$ cat src/rtl/scan_test_pkg.sv
// Shared types and defaults for the scan-test result path.
package scan_test_pkg;

  typedef enum logic [2:0] {
    ST_IDLE  = 3'd0,
    ST_ARMED = 3'd1,
    ST_SHIFT = 3'd2,
    ST_CHECK = 3'd3,
    ST_DONE  = 3'd4
  } state_e;

  localparam int          SIG_W_DEF   = 16;
  localparam int          CNT_W_DEF   = 20;
  localparam int          TIMEOUT_DEF = 4096;
  localparam logic [15:0] CRC16_POLY  = 16'h1021;
  localparam logic [15:0] MISR_SEED   = 16'hFFFF;

endpackage

$ cat src/rtl/misr_serial.sv
// Serial-input MISR: shifts left, folding the chain bit into the MSB feedback.
module misr_serial #(
  parameter int               SIG_W = 16,
  parameter logic [SIG_W-1:0] POLY  = 16'h1021
) (
  input  logic             clk,
  input  logic             rst,
  input  logic             load,
  input  logic [SIG_W-1:0] seed,
  input  logic             en,
  input  logic             din,
  output logic [SIG_W-1:0] sig
);

  logic [SIG_W-1:0] sig_q;
  logic [SIG_W-1:0] sig_d;

  function automatic logic [SIG_W-1:0] misr_next(input logic [SIG_W-1:0] s, input logic b);
    logic fb;
    fb = s[SIG_W-1] ^ b;
    return {s[SIG_W-2:0], 1'b0} ^ (fb ? POLY : {SIG_W{1'b0}});
  endfunction

  // Load wins over a shift so a re-arm always starts from the seed.
  always_comb begin
    sig_d = sig_q;
    if (load) begin
      sig_d = seed;
    end else if (en) begin
      sig_d = misr_next(sig_q, din);
    end else begin
      sig_d = sig_q;
    end
  end

  // Signature register.
  always_ff @(posedge clk) begin
    if (rst) begin
      sig_q <= seed;
    end else begin
      sig_q <= sig_d;
    end
  end

  assign sig = sig_q;

endmodule

$ cat src/rtl/scan_result_collector.sv
// Compacts the scan-out stream of one pattern, counts shifted bits and
// produces a pass/fail verdict against the expected signature and ScanNum.
module scan_result_collector
  import scan_test_pkg::*;
#(
  parameter int               SIG_W   = SIG_W_DEF,
  parameter int               CNT_W   = CNT_W_DEF,
  parameter logic [SIG_W-1:0] POLY    = SIG_W'(CRC16_POLY),
  parameter logic [SIG_W-1:0] SEED    = SIG_W'(MISR_SEED),
  parameter int               TIMEOUT = TIMEOUT_DEF
) (
  input  logic             clk,
  input  logic             rst,
  input  logic             start,
  input  logic [CNT_W-1:0] ScanNum,
  input  logic [SIG_W-1:0] exp_sig,
  input  logic             test_se,
  input  logic             shift_strobe,
  input  logic             scan_out,
  input  logic             scan_done,
  output logic             busy,
  output logic [SIG_W-1:0] sig,
  output logic [CNT_W-1:0] bit_cnt,
  output logic             result_valid,
  output logic             pass,
  output logic             cnt_err,
  output logic             timeout
);

  // TIMEOUT must be at least 2; the counter never exceeds TIMEOUT-1.
  localparam int WD_W = (TIMEOUT > 2) ? $clog2(TIMEOUT) : 1;
  localparam logic [WD_W-1:0] WD_LAST = WD_W'(TIMEOUT - 1);

  state_e           state_q, state_d;
  logic             done_prev_q;
  logic [CNT_W-1:0] num_l_q, num_l_d;
  logic [SIG_W-1:0] exp_l_q, exp_l_d;
  logic [CNT_W-1:0] bit_cnt_q, bit_cnt_d;
  logic [WD_W-1:0]  wdog_q, wdog_d;
  logic             pass_q, pass_d;
  logic             cnt_err_q, cnt_err_d;
  logic             timeout_q, timeout_d;
  logic             busy_q, busy_d;
  logic             rv_q, rv_d;

  logic             collecting_s;
  logic             accept_s;
  logic             done_rise_s;
  logic             wd_expire_s;
  logic             cnt_mismatch_s;
  logic [SIG_W-1:0] sig_s;

  assign collecting_s   = (state_q == ST_ARMED) || (state_q == ST_SHIFT);
  assign accept_s       = collecting_s && shift_strobe && test_se;
  assign done_rise_s    = scan_done && !done_prev_q;
  assign wd_expire_s    = collecting_s && !accept_s && (wdog_q == WD_LAST);
  assign cnt_mismatch_s = (bit_cnt_q != num_l_q);

  misr_serial #(
    .SIG_W (SIG_W),
    .POLY  (POLY)
  ) u_misr (
    .clk  (clk),
    .rst  (rst),
    .load (start),
    .seed (SEED),
    .en   (accept_s && !start),
    .din  (scan_out),
    .sig  (sig_s)
  );

  // Next-state, counters, watchdog and verdict.
  always_comb begin
    state_d   = state_q;
    num_l_d   = num_l_q;
    exp_l_d   = exp_l_q;
    bit_cnt_d = bit_cnt_q;
    wdog_d    = wdog_q;
    pass_d    = pass_q;
    cnt_err_d = cnt_err_q;
    timeout_d = timeout_q;
    if (start) begin
      state_d   = ST_ARMED;
      num_l_d   = ScanNum;
      exp_l_d   = exp_sig;
      bit_cnt_d = {CNT_W{1'b0}};
      wdog_d    = {WD_W{1'b0}};
      pass_d    = 1'b0;
      cnt_err_d = 1'b0;
      timeout_d = 1'b0;
    end else begin
      case (state_q)
        ST_ARMED, ST_SHIFT: begin
          if (accept_s) begin
            wdog_d = {WD_W{1'b0}};
            if (bit_cnt_q != {CNT_W{1'b1}}) begin
              bit_cnt_d = bit_cnt_q + CNT_W'(1);
            end else begin
              bit_cnt_d = bit_cnt_q;
            end
          end else begin
            wdog_d = wdog_q + WD_W'(1);
          end
          if (wd_expire_s) begin
            timeout_d = 1'b1;
          end else begin
            timeout_d = timeout_q;
          end
          if (done_rise_s || wd_expire_s) begin
            state_d = ST_CHECK;
          end else if ((state_q == ST_ARMED) && test_se) begin
            state_d = ST_SHIFT;
          end else begin
            state_d = state_q;
          end
        end
        ST_CHECK: begin
          cnt_err_d = cnt_mismatch_s;
          pass_d    = (sig_s == exp_l_q) && !cnt_mismatch_s && !timeout_q;
          state_d   = ST_DONE;
        end
        ST_IDLE, ST_DONE: begin
          state_d = state_q;
        end
        default: begin
          state_d = ST_IDLE;
        end
      endcase
    end
    busy_d = (state_d == ST_ARMED) || (state_d == ST_SHIFT) || (state_d == ST_CHECK);
    rv_d   = (state_d == ST_DONE);
  end

  // State and datapath registers; done_prev tracks scan_done in every state.
  always_ff @(posedge clk) begin
    if (rst) begin
      state_q     <= ST_IDLE;
      done_prev_q <= 1'b0;
      num_l_q     <= {CNT_W{1'b0}};
      exp_l_q     <= {SIG_W{1'b0}};
      bit_cnt_q   <= {CNT_W{1'b0}};
      wdog_q      <= {WD_W{1'b0}};
      pass_q      <= 1'b0;
      cnt_err_q   <= 1'b0;
      timeout_q   <= 1'b0;
      busy_q      <= 1'b0;
      rv_q        <= 1'b0;
    end else begin
      state_q     <= state_d;
      done_prev_q <= scan_done;
      num_l_q     <= num_l_d;
      exp_l_q     <= exp_l_d;
      bit_cnt_q   <= bit_cnt_d;
      wdog_q      <= wdog_d;
      pass_q      <= pass_d;
      cnt_err_q   <= cnt_err_d;
      timeout_q   <= timeout_d;
      busy_q      <= busy_d;
      rv_q        <= rv_d;
    end
  end

  assign busy         = busy_q;
  assign sig          = sig_s;
  assign bit_cnt      = bit_cnt_q;
  assign result_valid = rv_q;
  assign pass         = pass_q;
  assign cnt_err      = cnt_err_q;
  assign timeout      = timeout_q;

endmodule

$ cat config.mk
export PLATFORM = sky130hd
export DESIGN_NAME = scan_result_collector
export DESIGN_NICKNAME = d
export VERILOG_FILES = /design/src/rtl/scan_test_pkg.sv /design/src/rtl/misr_serial.sv /design/src/rtl/scan_result_collector.sv
export SDC_FILE = /design/constraint.sdc
export NUM_CORES = 1
export LEC_CHECK = 0
export BUFFER_PORTS_ARGS = -buffer_cell sky130_fd_sc_hd__buf_2
export CAP_MARGIN = 40
export CELL_PAD_IN_SITES_DETAIL_PLACEMENT = 1
export CELL_PAD_IN_SITES_GLOBAL_PLACEMENT = 2
export CORE_UTILIZATION = 28
export CTS_CLUSTER_SIZE = 8
export DETAILED_ROUTE_END_ITERATION = 10
export PLACE_DENSITY_LB_ADDON = 0.1
export SLEW_MARGIN = 20
export SYNTH_ARGS = -nofsm -noshare
export SYNTH_HDL_FRONTEND = slang
export SYNTH_SLANG_ARGS = --single-unit
$ cat constraint.sdc
create_clock -name clk -period 5.1 [get_ports clk]
set_input_delay 0.51 -clock clk [delete_from_list [all_inputs] [get_ports clk]]
set_output_delay 0.51 -clock clk [all_outputs]
set_load 0.01 [all_outputs]
==> impl_metrics.ini, run 1 <==
[run_status]
outcome = finished, final reports clean

[clock_tree]
cts_sinks = 93
cts_buffers = 9
cts_max_level = 3
root_buffer = clkbuf_16
clkLatencyLatePin_ns = 0.35
tritoncts = yes
ctsHoldBuffers = 0
cts_setup_buffers = 0
clkTransAtPathRegs_ns = 0.06
ctsResizeCount = 0
clock_path_buffers = 2

[placed_design]
dpl.hpwl_mm = 9.020
dpl_cell_area_um2 = 4686
port-buffer-count = 83
post-place-cells = 703
gp_routability_congestion = 0.7213

[grt]
grt_max_degree = 31
grt.overflow.total = 0
grt_pass1_wl_mm = 19.01
grt_pass1_vias = 3411
grt_usage_pct = 17.06
antenna_found_initial = 0

[sta]
fin_setup_tns_ns = 0
hold_ws_ns = 0.3956
setup_viol_count_final = 0
max_freq_mhz = 479.7
maxSlewViolCount = 0
relSlewSlack_pct = 55.07
worstMarginPinSlew_ns = 0.6688
clock-skew-final_ns = 0.004725
final.min_clock_period_ns = 2.085
rsz0062_at_grt = no
fin_crit_sh_pct = 40.87
finalHoldViolCount = 0

[synthesis]
synth_top_flop_cell = dfxtp_1
synth_top_cells_by_count = 93 x dfxtp_1, 69 x nor2_1, 50 x nand2_1, 37 x mux2i_1, 35 x xnor2_1
synth_edf_count = 0
synth.area.top_cells = dfxtp_1 45%, mux2i_1 9.0%, xnor2_1 7.5%
synth_cell_types = 36
synth.cell_area_um2 = 4113
yosysMostFrequentCell = dfxtp_1
syn_area_per_cell_um2 = 8.980
seq_area_frac_synth_pct = 45.27
yosysTopAreaCell = dfxtp_1
synth_seq_cells = 93
async_flop_share_pct = 0
netlist.area_leader.share_pct = 45.27
synth_warnings = 0
synth.net_count = 503
synthCells = 458

[setup_path]
start_kind = flop
cp_data_required_time_ns = 5.36
crit_start = state_q[1]$_SDFF_PP0_
r2r_start = state_q[1]$_SDFF_PP0_
reg2reg_setup_slack_ns = 3.02
end_kind = flop
arrival_ns = 2.34
path_max_fanout = 8
worstRegToRegCells = 6
crit_type = reg2reg
r2r_end = bit_cnt[2]$_SDFFE_PP0P_

[final_layout]
finalNonFillerCells = 718
nNetsFinal = 579
areaGrowthSynthToFinish_pct = 20.26
postLayoutCellArea_um2 = 4946
diodes = 0
fillers = 1686
final_core_util_pct = 35.09
drive_above_1_share_pct = 19.70

[drt]
final_antenna_net_count = 0
wl_per_cell_um = 17.06
wirelength_mm = 12.25
drc = 0
route.vias.total = 3467
dr.pass1.iters = 4
drt-vias-per-instance = 4.829
drtIter0Drc = 115

[min_path]
hp-start = exp_sig[8]
min_to = exp_l_q[8]$_SDFFE_PP0P_
min_path_type = in2reg
hold_depth = 3

[power]
p_leak_nw = 2.103
power_density_nw_per_um2 = 304.9
irDropWorstVdd_uv = 189.9

[floorplan]
start_util_pct = 29.18
die_h_um = 123.2
fp-row-count = 43
core_area_um2 = 14100
fp.dieW_um = 123.2
design.die.area_um2 = 15180
ioPinCount = 84

[job]
cap_violations = 0
[report_power, final]
| part | internal [mW] | switching, mW |
|---|---|---|
| clock | 0.340 | 0.280 |
| sequential | 0.748 | 0.0200 |
| combinational | 0.0535 | 0.0659 |
| total | 1.14 | 0.366 |
[cell type report]
| type | instances | area (µm²) | share of cell area (%) |
|---|---|---|---|
| Clock buffer | 13 | 250.2 | 5.059 |
| Clock inverter | 2 | 10.01 | 0.2024 |
| Inverter | 4 | 15.01 | 0.3036 |
| Multi-Input combinational cell | 337 | 2123 | 42.93 |
| Sequential cell | 93 | 1862 | 37.64 |
| Tap cell | 180 | 225.2 | 4.554 |
| Timing Repair Buffer | 89 | 460.4 | 9.309 |
[kinds of logic after synthesis]
kind of cell	Yosys count	share of synthesized area (%)
simple gates	199	22.60
compound gates	33	5.172
mux	37	9.005
flops	93	45.27
xor+xnor	66	14.24
buf+inv	28	3.103
fa+ha+maj	2	0.6084
[per-stage QoR]
| step | setup WS, ns | power (mW) |
|---|---|---|
| final | 3.015 | 1.508 |
| after global routing | 2.792 | 1.580 |
| after CTS | 3.007 | 1.537 |
| after detailed placement | 2.960 | 0.9066 |
| after global placement | 2.965 | 0.9027 |
| after floorplan | 3.341 | 0.8586 |
[cell usage in the layout, fill, tap and decap left out, types with 5 or more instances in the layout]
master / synthesis / final
nand4_1: 11 / 11
buf_2: 6 / 83
nor2_1: 69 / 69
dfxtp_1: 93 / 93
a211oi_1: 11 / 11
xor2_1: 30 / 30
nand2_1: 50 / 50
and4_1: 6 / 6
buf_4: 0 / 6
a21oi_1: 10 / 10
xnor2_1: 35 / 35
mux2i_1: 37 / 37
nor3_1: 7 / 7
clkbuf_16: 0 / 9
nor4_1: 12 / 12
o21ai_0: 5 / 5
nand3_1: 29 / 29
[sequential cells by signal, summed over array words and instances, names as in the netlist]
signal        flops
bit_cnt          20
num_l_q          20
exp_l_q          16
u_misr.sig       16
wdog_q           12
state_q           3
busy              1
cnt_err           1
done_prev_q       1
pass              1
result_valid      1
timeout           1
[worst max-delay path, stage by stage, from the launching register on]
cell and delay (ns):
dfxtp_1 0.47, xor2_2 0.24, nand2_1 0.20, nor2_1 0.52, buf_4 0.26, a21oi_1 0.07, a311oi_1 0.23
[worst max-delay path by stage]
stage / slack [ns] / to
6_report: 3.02 / bit_cnt[2]$_SDFFE_PP0P_
3_5_place_dp: 2.96 / wdog_q[0]$_SDFFE_PP0P_
5_1_grt: 2.79 / bit_cnt[2]$_SDFFE_PP0P_
2_1_floorplan: 3.34 / cnt_err$_SDFFE_PP0N_
3_3_place_gp: 2.96 / bit_cnt[2]$_SDFFE_PP0P_
4_1_cts: 3.01 / bit_cnt[2]$_SDFFE_PP0P_
[metal layers]
metal	part of all wire, %	up-vias	track usage [%]
met4	1.0	0	4.443
met3	4.2	9	4.889
met2	44	55	25.56
li1	-	1718	-
met5	0	-	0
met1	51	1685	23.83
Note: power is estimated with default switching activity, not from simulation.
==> run 2, diff against run 1 <==
==> constraint.sdc (replaced) <==
create_clock -name clk -period 2 [get_ports clk]
set_input_delay 0.2 -clock clk [delete_from_list [all_inputs] [get_ports clk]]
set_output_delay 0.2 -clock clk [all_outputs]
set_load 0.01 [all_outputs]
==> impl_metrics.ini, run 2 (same netlist as run 1, synthesis figures left out) <==
[sta]
fin_setup_tns_ns = 0
rsz0062_at_grt = no
finalHoldViolCount = 0
max_freq_mhz = 535.9
worstMarginPinSlew_ns = 0.4168
clock-skew-final_ns = 0.006401
setup_viol_count_final = 0
worst_slack_ns = 0.1340
maxSlewViolCount = 0
final.min_clock_period_ns = 1.866
fin_crit_sh_pct = 93.30
relSlewSlack_pct = 72.01

[job]
cap_violations = 0

[grt]
grt_max_degree = 37
grt_pass1_wl_mm = 19.52
grt.overflow.total = 0
antenna_found_initial = 0
grt_usage_pct = 17.34
grt_pass1_vias = 3499

[clock_tree]
clkLatencyLatePin_ns = 0.34
ctsHoldBuffers = 0
clkTransAtPathRegs_ns = 0.06
root_buffer = clkbuf_16
cts_sinks = 93
cts_max_level = 3
tritoncts = yes
cts_buffers = 9
clock_path_buffers = 2

[floorplan]
design.die.area_um2 = 15180
ioPinCount = 84
die_h_um = 123.2
fp-row-count = 43
core_area_um2 = 14100
fp.dieW_um = 123.2
start_util_pct = 29.18

[drt]
final_antenna_net_count = 0
drc = 0
dr.pass1.iters = 4
wl_per_cell_um = 16.81
drtIter0Drc = 142
drt-vias-per-instance = 4.766
wirelength_mm = 12.37
route.vias.total = 3508

[final_layout]
fillers = 1691
multi_input_area_um2 = 2172
final_common_cell = dfxtp_1
seq_area_um2 = 1864
areaGrowthSynthToFinish_pct = 25.13
drive_above_1_share_pct = 24.46
diodes = 0
postLayoutCellArea_um2 = 5146
layout_common_cells = 91 x dfxtp_1, 83 x buf_2, 69 x nor2_1, 50 x nand2_1, 37 x mux2i_1
nNetsFinal = 598

[setup_path]
cp_data_required_time_ns = 2.27
path_max_fanout = 12
start_kind = flop
end_kind = flop
crit_type = reg2reg
arrival_ns = 2.14

[placed_design]
port-buffer-count = 83
dpl.hpwl_mm = 9.631
gp_routability_congestion = 0.7699
place_ws_ns = 0.003612
dpl_cell_area_um2 = 4813

[power]
irDropWorstVdd_uv = 350.3
power_density_nw_per_um2 = 753.3
p_leak_nw = 2.188

[run_status]
outcome = finished, final reports clean

[min_path]
min_path_type = in2reg
==> run 2: cell count changes in the layout (fill, tap and decap cells not counted), moves of 2 or more <==
cell      delta
a211oi_1     -2
a211oi_2     +2
buf_4       +19
clkbuf_1     -2
dfxtp_1      -2
dfxtp_2      +2
nor4_1       -3
nor4_2       +3
==> run 2: through the flow <==
step | std cells | power, mW | hold slack (ns) | util, %
after floorplan | 458 | 2.190 | 0.3282 | -
after global placement | 720 | 2.315 | 0.4331 | 34.15
after detailed placement | 720 | 2.323 | 0.4460 | 34.15
after CTS | 734 | 3.941 | 0.08187 | 36.04
after global routing | 736 | 4.044 | 0.1023 | 36.51
final | 736 | 3.876 | 0.09051 | 36.51
==> run 2: power breakdown <==
group | switching, mW | total, mW | internal [mW]
clock network | 0.707 | 1.60 | 0.894
registers | 0.0506 | 1.96 | 1.91
logic | 0.173 | 0.316 | 0.143
total | 0.931 | 3.88 | 2.95
==> run 2: timing repair <==
item                                    CTS  global route
setup buffers                             0             2
gates resized for setup                   0            11
endpoints found under the setup margin    0            15
==> run 2: layout make-up <==
class                           count  share of cell area (%)
Clock buffer                       12                   4.984
Inverter                            4                  0.2918
Timing Repair Buffer              108                   11.72
Clock inverter                      2                  0.1945
Tap cell                          180                   4.376
Sequential cell                    93                   36.23
Multi-Input combinational cell    337                   42.21
==> run 2: routing by layer <==
| metal | wire, µm | track usage (%) |
|---|---|---|
| met5 | 0 | 0 |
| met4 | 179 | 6.401 |
| met3 | 545 | 3.275 |
| met2 | 5301 | 25.42 |
| met1 | 6344 | 24.99 |
==> run 2: critical path: stages (launching register included) <==
cell	delay, ns
dfxtp_1	0.55
and4_1	0.36
nand4_4	0.25
nor3_1	0.38
mux2i_1	0.24
==> run 2: worst paths after layout <==
kind,from,to,slack [ns],cells after the start
worst min-delay path,ScanNum[7],num_l_q[7]$_SDFFE_PP0P_,0.09,3
worst max-delay path,bit_cnt[4]$_SDFFE_PP0P_,bit_cnt[19]$_SDFFE_PP0P_,0.13,4
worst max register to register,bit_cnt[4]$_SDFFE_PP0P_,bit_cnt[19]$_SDFFE_PP0P_,0.13,4
worst min register to register,pass$_SDFFE_PP0N_,pass$_SDFFE_PP0N_,0.47,2
==> run 3, diff against run 2 <==
--- a/config.mk
+++ b/config.mk
@@ -7,12 +7,9 @@
 export LEC_CHECK = 0
 export BUFFER_PORTS_ARGS = -buffer_cell sky130_fd_sc_hd__buf_2
 export CAP_MARGIN = 40
-export CELL_PAD_IN_SITES_DETAIL_PLACEMENT = 1
-export CELL_PAD_IN_SITES_GLOBAL_PLACEMENT = 2
 export CORE_UTILIZATION = 28
 export CTS_CLUSTER_SIZE = 8
 export DETAILED_ROUTE_END_ITERATION = 10
-export PLACE_DENSITY_LB_ADDON = 0.1
 export SLEW_MARGIN = 20
 export SYNTH_ARGS = -nofsm -noshare
 export SYNTH_HDL_FRONTEND = slang
==> impl_metrics.ini, run 3 (same netlist as run 1, synthesis figures left out) <==
[placed_design]
port-buffer-count = 83
gp_routability_congestion = 0.8552
dpl.hpwl_mm = 7.997

[setup_path]
start_kind = flop
arrival_ns = 2.09
cp_slowest_cell = or4_1
slowest_delay_ns = 0.57
worstRegToRegCells = 5
crit_cells = 5
cp_data_required_time_ns = 2.23
end_kind = flop
critical-path-top-delay-family = simple AND/OR/NAND/NOR gates
path_max_fanout = 5
cp_num_buf_inv = 0
crit_type = reg2reg
cp_cell_sequence = xor2_1, nor4_1, nand4_1, or4_1, and3_1

[grt]
grt_usage_pct = 14.61
grt.overflow.total = 0
grt_pass1_wl_mm = 16.84
grt_pass1_vias = 3279
grt_max_degree = 41
antenna_found_initial = 0

[clock_tree]
ctsResizeCount = 0
clkLatencyLatePin_ns = 0.34
tritoncts = yes
cts_sinks = 93
cts_buffers = 9
clkTransAtPathRegs_ns = 0.07
ctsHoldBuffers = 0
cts_setup_buffers = 0
cts_max_level = 3
clock_path_buffers = 2
root_buffer = clkbuf_16

[sta]
finalHoldViolCount = 0
fin_crit_sh_pct = 92.90
clock-skew-final_ns = 0.007110
maxSlewViolCount = 0
setup_viol_count_final = 0
relSlewSlack_pct = 63.10
fin_setup_tns_ns = 0
worstMarginPinSlew_ns = 0.5515
max_freq_mhz = 538.2
rsz0062_at_grt = no
final.min_clock_period_ns = 1.858

[final_layout]
diodes = 0
nNetsFinal = 590
fillers = 1479
multi_input_area_um2 = 2141
seq_area_um2 = 1862
areaGrowthSynthToFinish_pct = 24.49
final_common_cell = dfxtp_1
drive_above_1_share_pct = 22.55
layout_common_cells = 93 x dfxtp_1, 83 x buf_2, 69 x nor2_1, 50 x nand2_1, 37 x mux2i_1

[run_status]
outcome = finished, final reports clean

[floorplan]
fp.dieW_um = 123.2
ioPinCount = 84
fp-row-count = 43
design.die.area_um2 = 15180
start_util_pct = 29.18
die_h_um = 123.2
core_area_um2 = 14100

[power]
irDropWorstVdd_uv = 329.9
p_leak_nw = 2.193
power_mw = 4.148
power_density_nw_per_um2 = 810.3

[min_path]
hold_depth = 3
min_path_type = in2reg

[job]
cap_violations = 0

[drt]
drtIter0Drc = 215
final_antenna_net_count = 0
route.vias.total = 3461
wl_per_cell_um = 14.65
wirelength_mm = 10.70
drt-vias-per-instance = 4.741
drc = 0
dr.pass1.iters = 4
==> run 3: cell types whose count changed in the layout (fill, tap and decap cells not counted), sizes merged <==
cell      before  now
clkinvlp       0    1
buf          108  100
bufinv         0    2
inv            4    5
clkinv         2    1
clkbuf        12   11
==> run 3: area by class of cell <==
| type | count | area share (%) |
|---|---|---|
| multi-input cells | 337 | 41.81 |
| flip-flops and latches | 93 | 36.36 |
| repair buffers | 100 | 10.61 |
| clock buffers | 11 | 4.936 |
| well taps | 180 | 4.399 |
| clock inverters | 5 | 1.588 |
| inverters | 4 | 0.2933 |
==> run 3: worst register-to-register path, delay by kind of cell, from the launching register on <==
kind          cells  cell delay, ns
xor+xnor          1            0.21
flops             1            0.36
simple gates      4            1.18
==> run 3: metal layers <==
metal	vias to the layer above	share of wire [%]	global-route usage, %
li1	1749	-	-
met1	1618	47	19.35
met2	78	45	22.56
met3	16	6.0	4.151
met4	0	1.7	5.196
met5	-	0	0
==> run 3: power by group <==
part | leakage, nW | switching [mW] | total [mW] | internal, mW
Combinational | 1.27 | 0.170 | 0.310 | 0.139
Clock | 0.162 | 0.716 | 1.88 | 1.17
Sequential | 0.758 | 0.0494 | 1.96 | 1.91
Total | 2.19 | 0.935 | 4.15 | 3.21
==> run 3: through the flow <==
step | instances | hold WS, ns | area [µm²] | worst slack [ns] | util [%]
floorplan | 458 | 0.3282 | 4113 | 0.2409 | -
global placement | 714 | 0.4345 | 4768 | 0.2034 | 33.83
detailed placement | 714 | 0.4423 | 4768 | 0.1653 | 33.83
CTS | 730 | 0.08128 | 5102 | 0.1538 | 36.20
global route | 730 | 0.09294 | 5120 | 0.01785 | 36.32
finish | 730 | 0.09019 | 5120 | 0.1420 | 36.32
==> run 3: worst paths after layout <==
kind / start / to / slack (ns)
setup / recovery: bit_cnt[13]$_SDFFE_PP0P_ / cnt_err$_SDFFE_PP0N_ / 0.14
hold / removal: ScanNum[11] / num_l_q[11]$_SDFFE_PP0P_ / 0.09
hold reg to reg: wdog_q[1]$_SDFFE_PP0P_ / wdog_q[1]$_SDFFE_PP0P_ / 0.50
setup reg to reg: bit_cnt[13]$_SDFFE_PP0P_ / cnt_err$_SDFFE_PP0N_ / 0.14
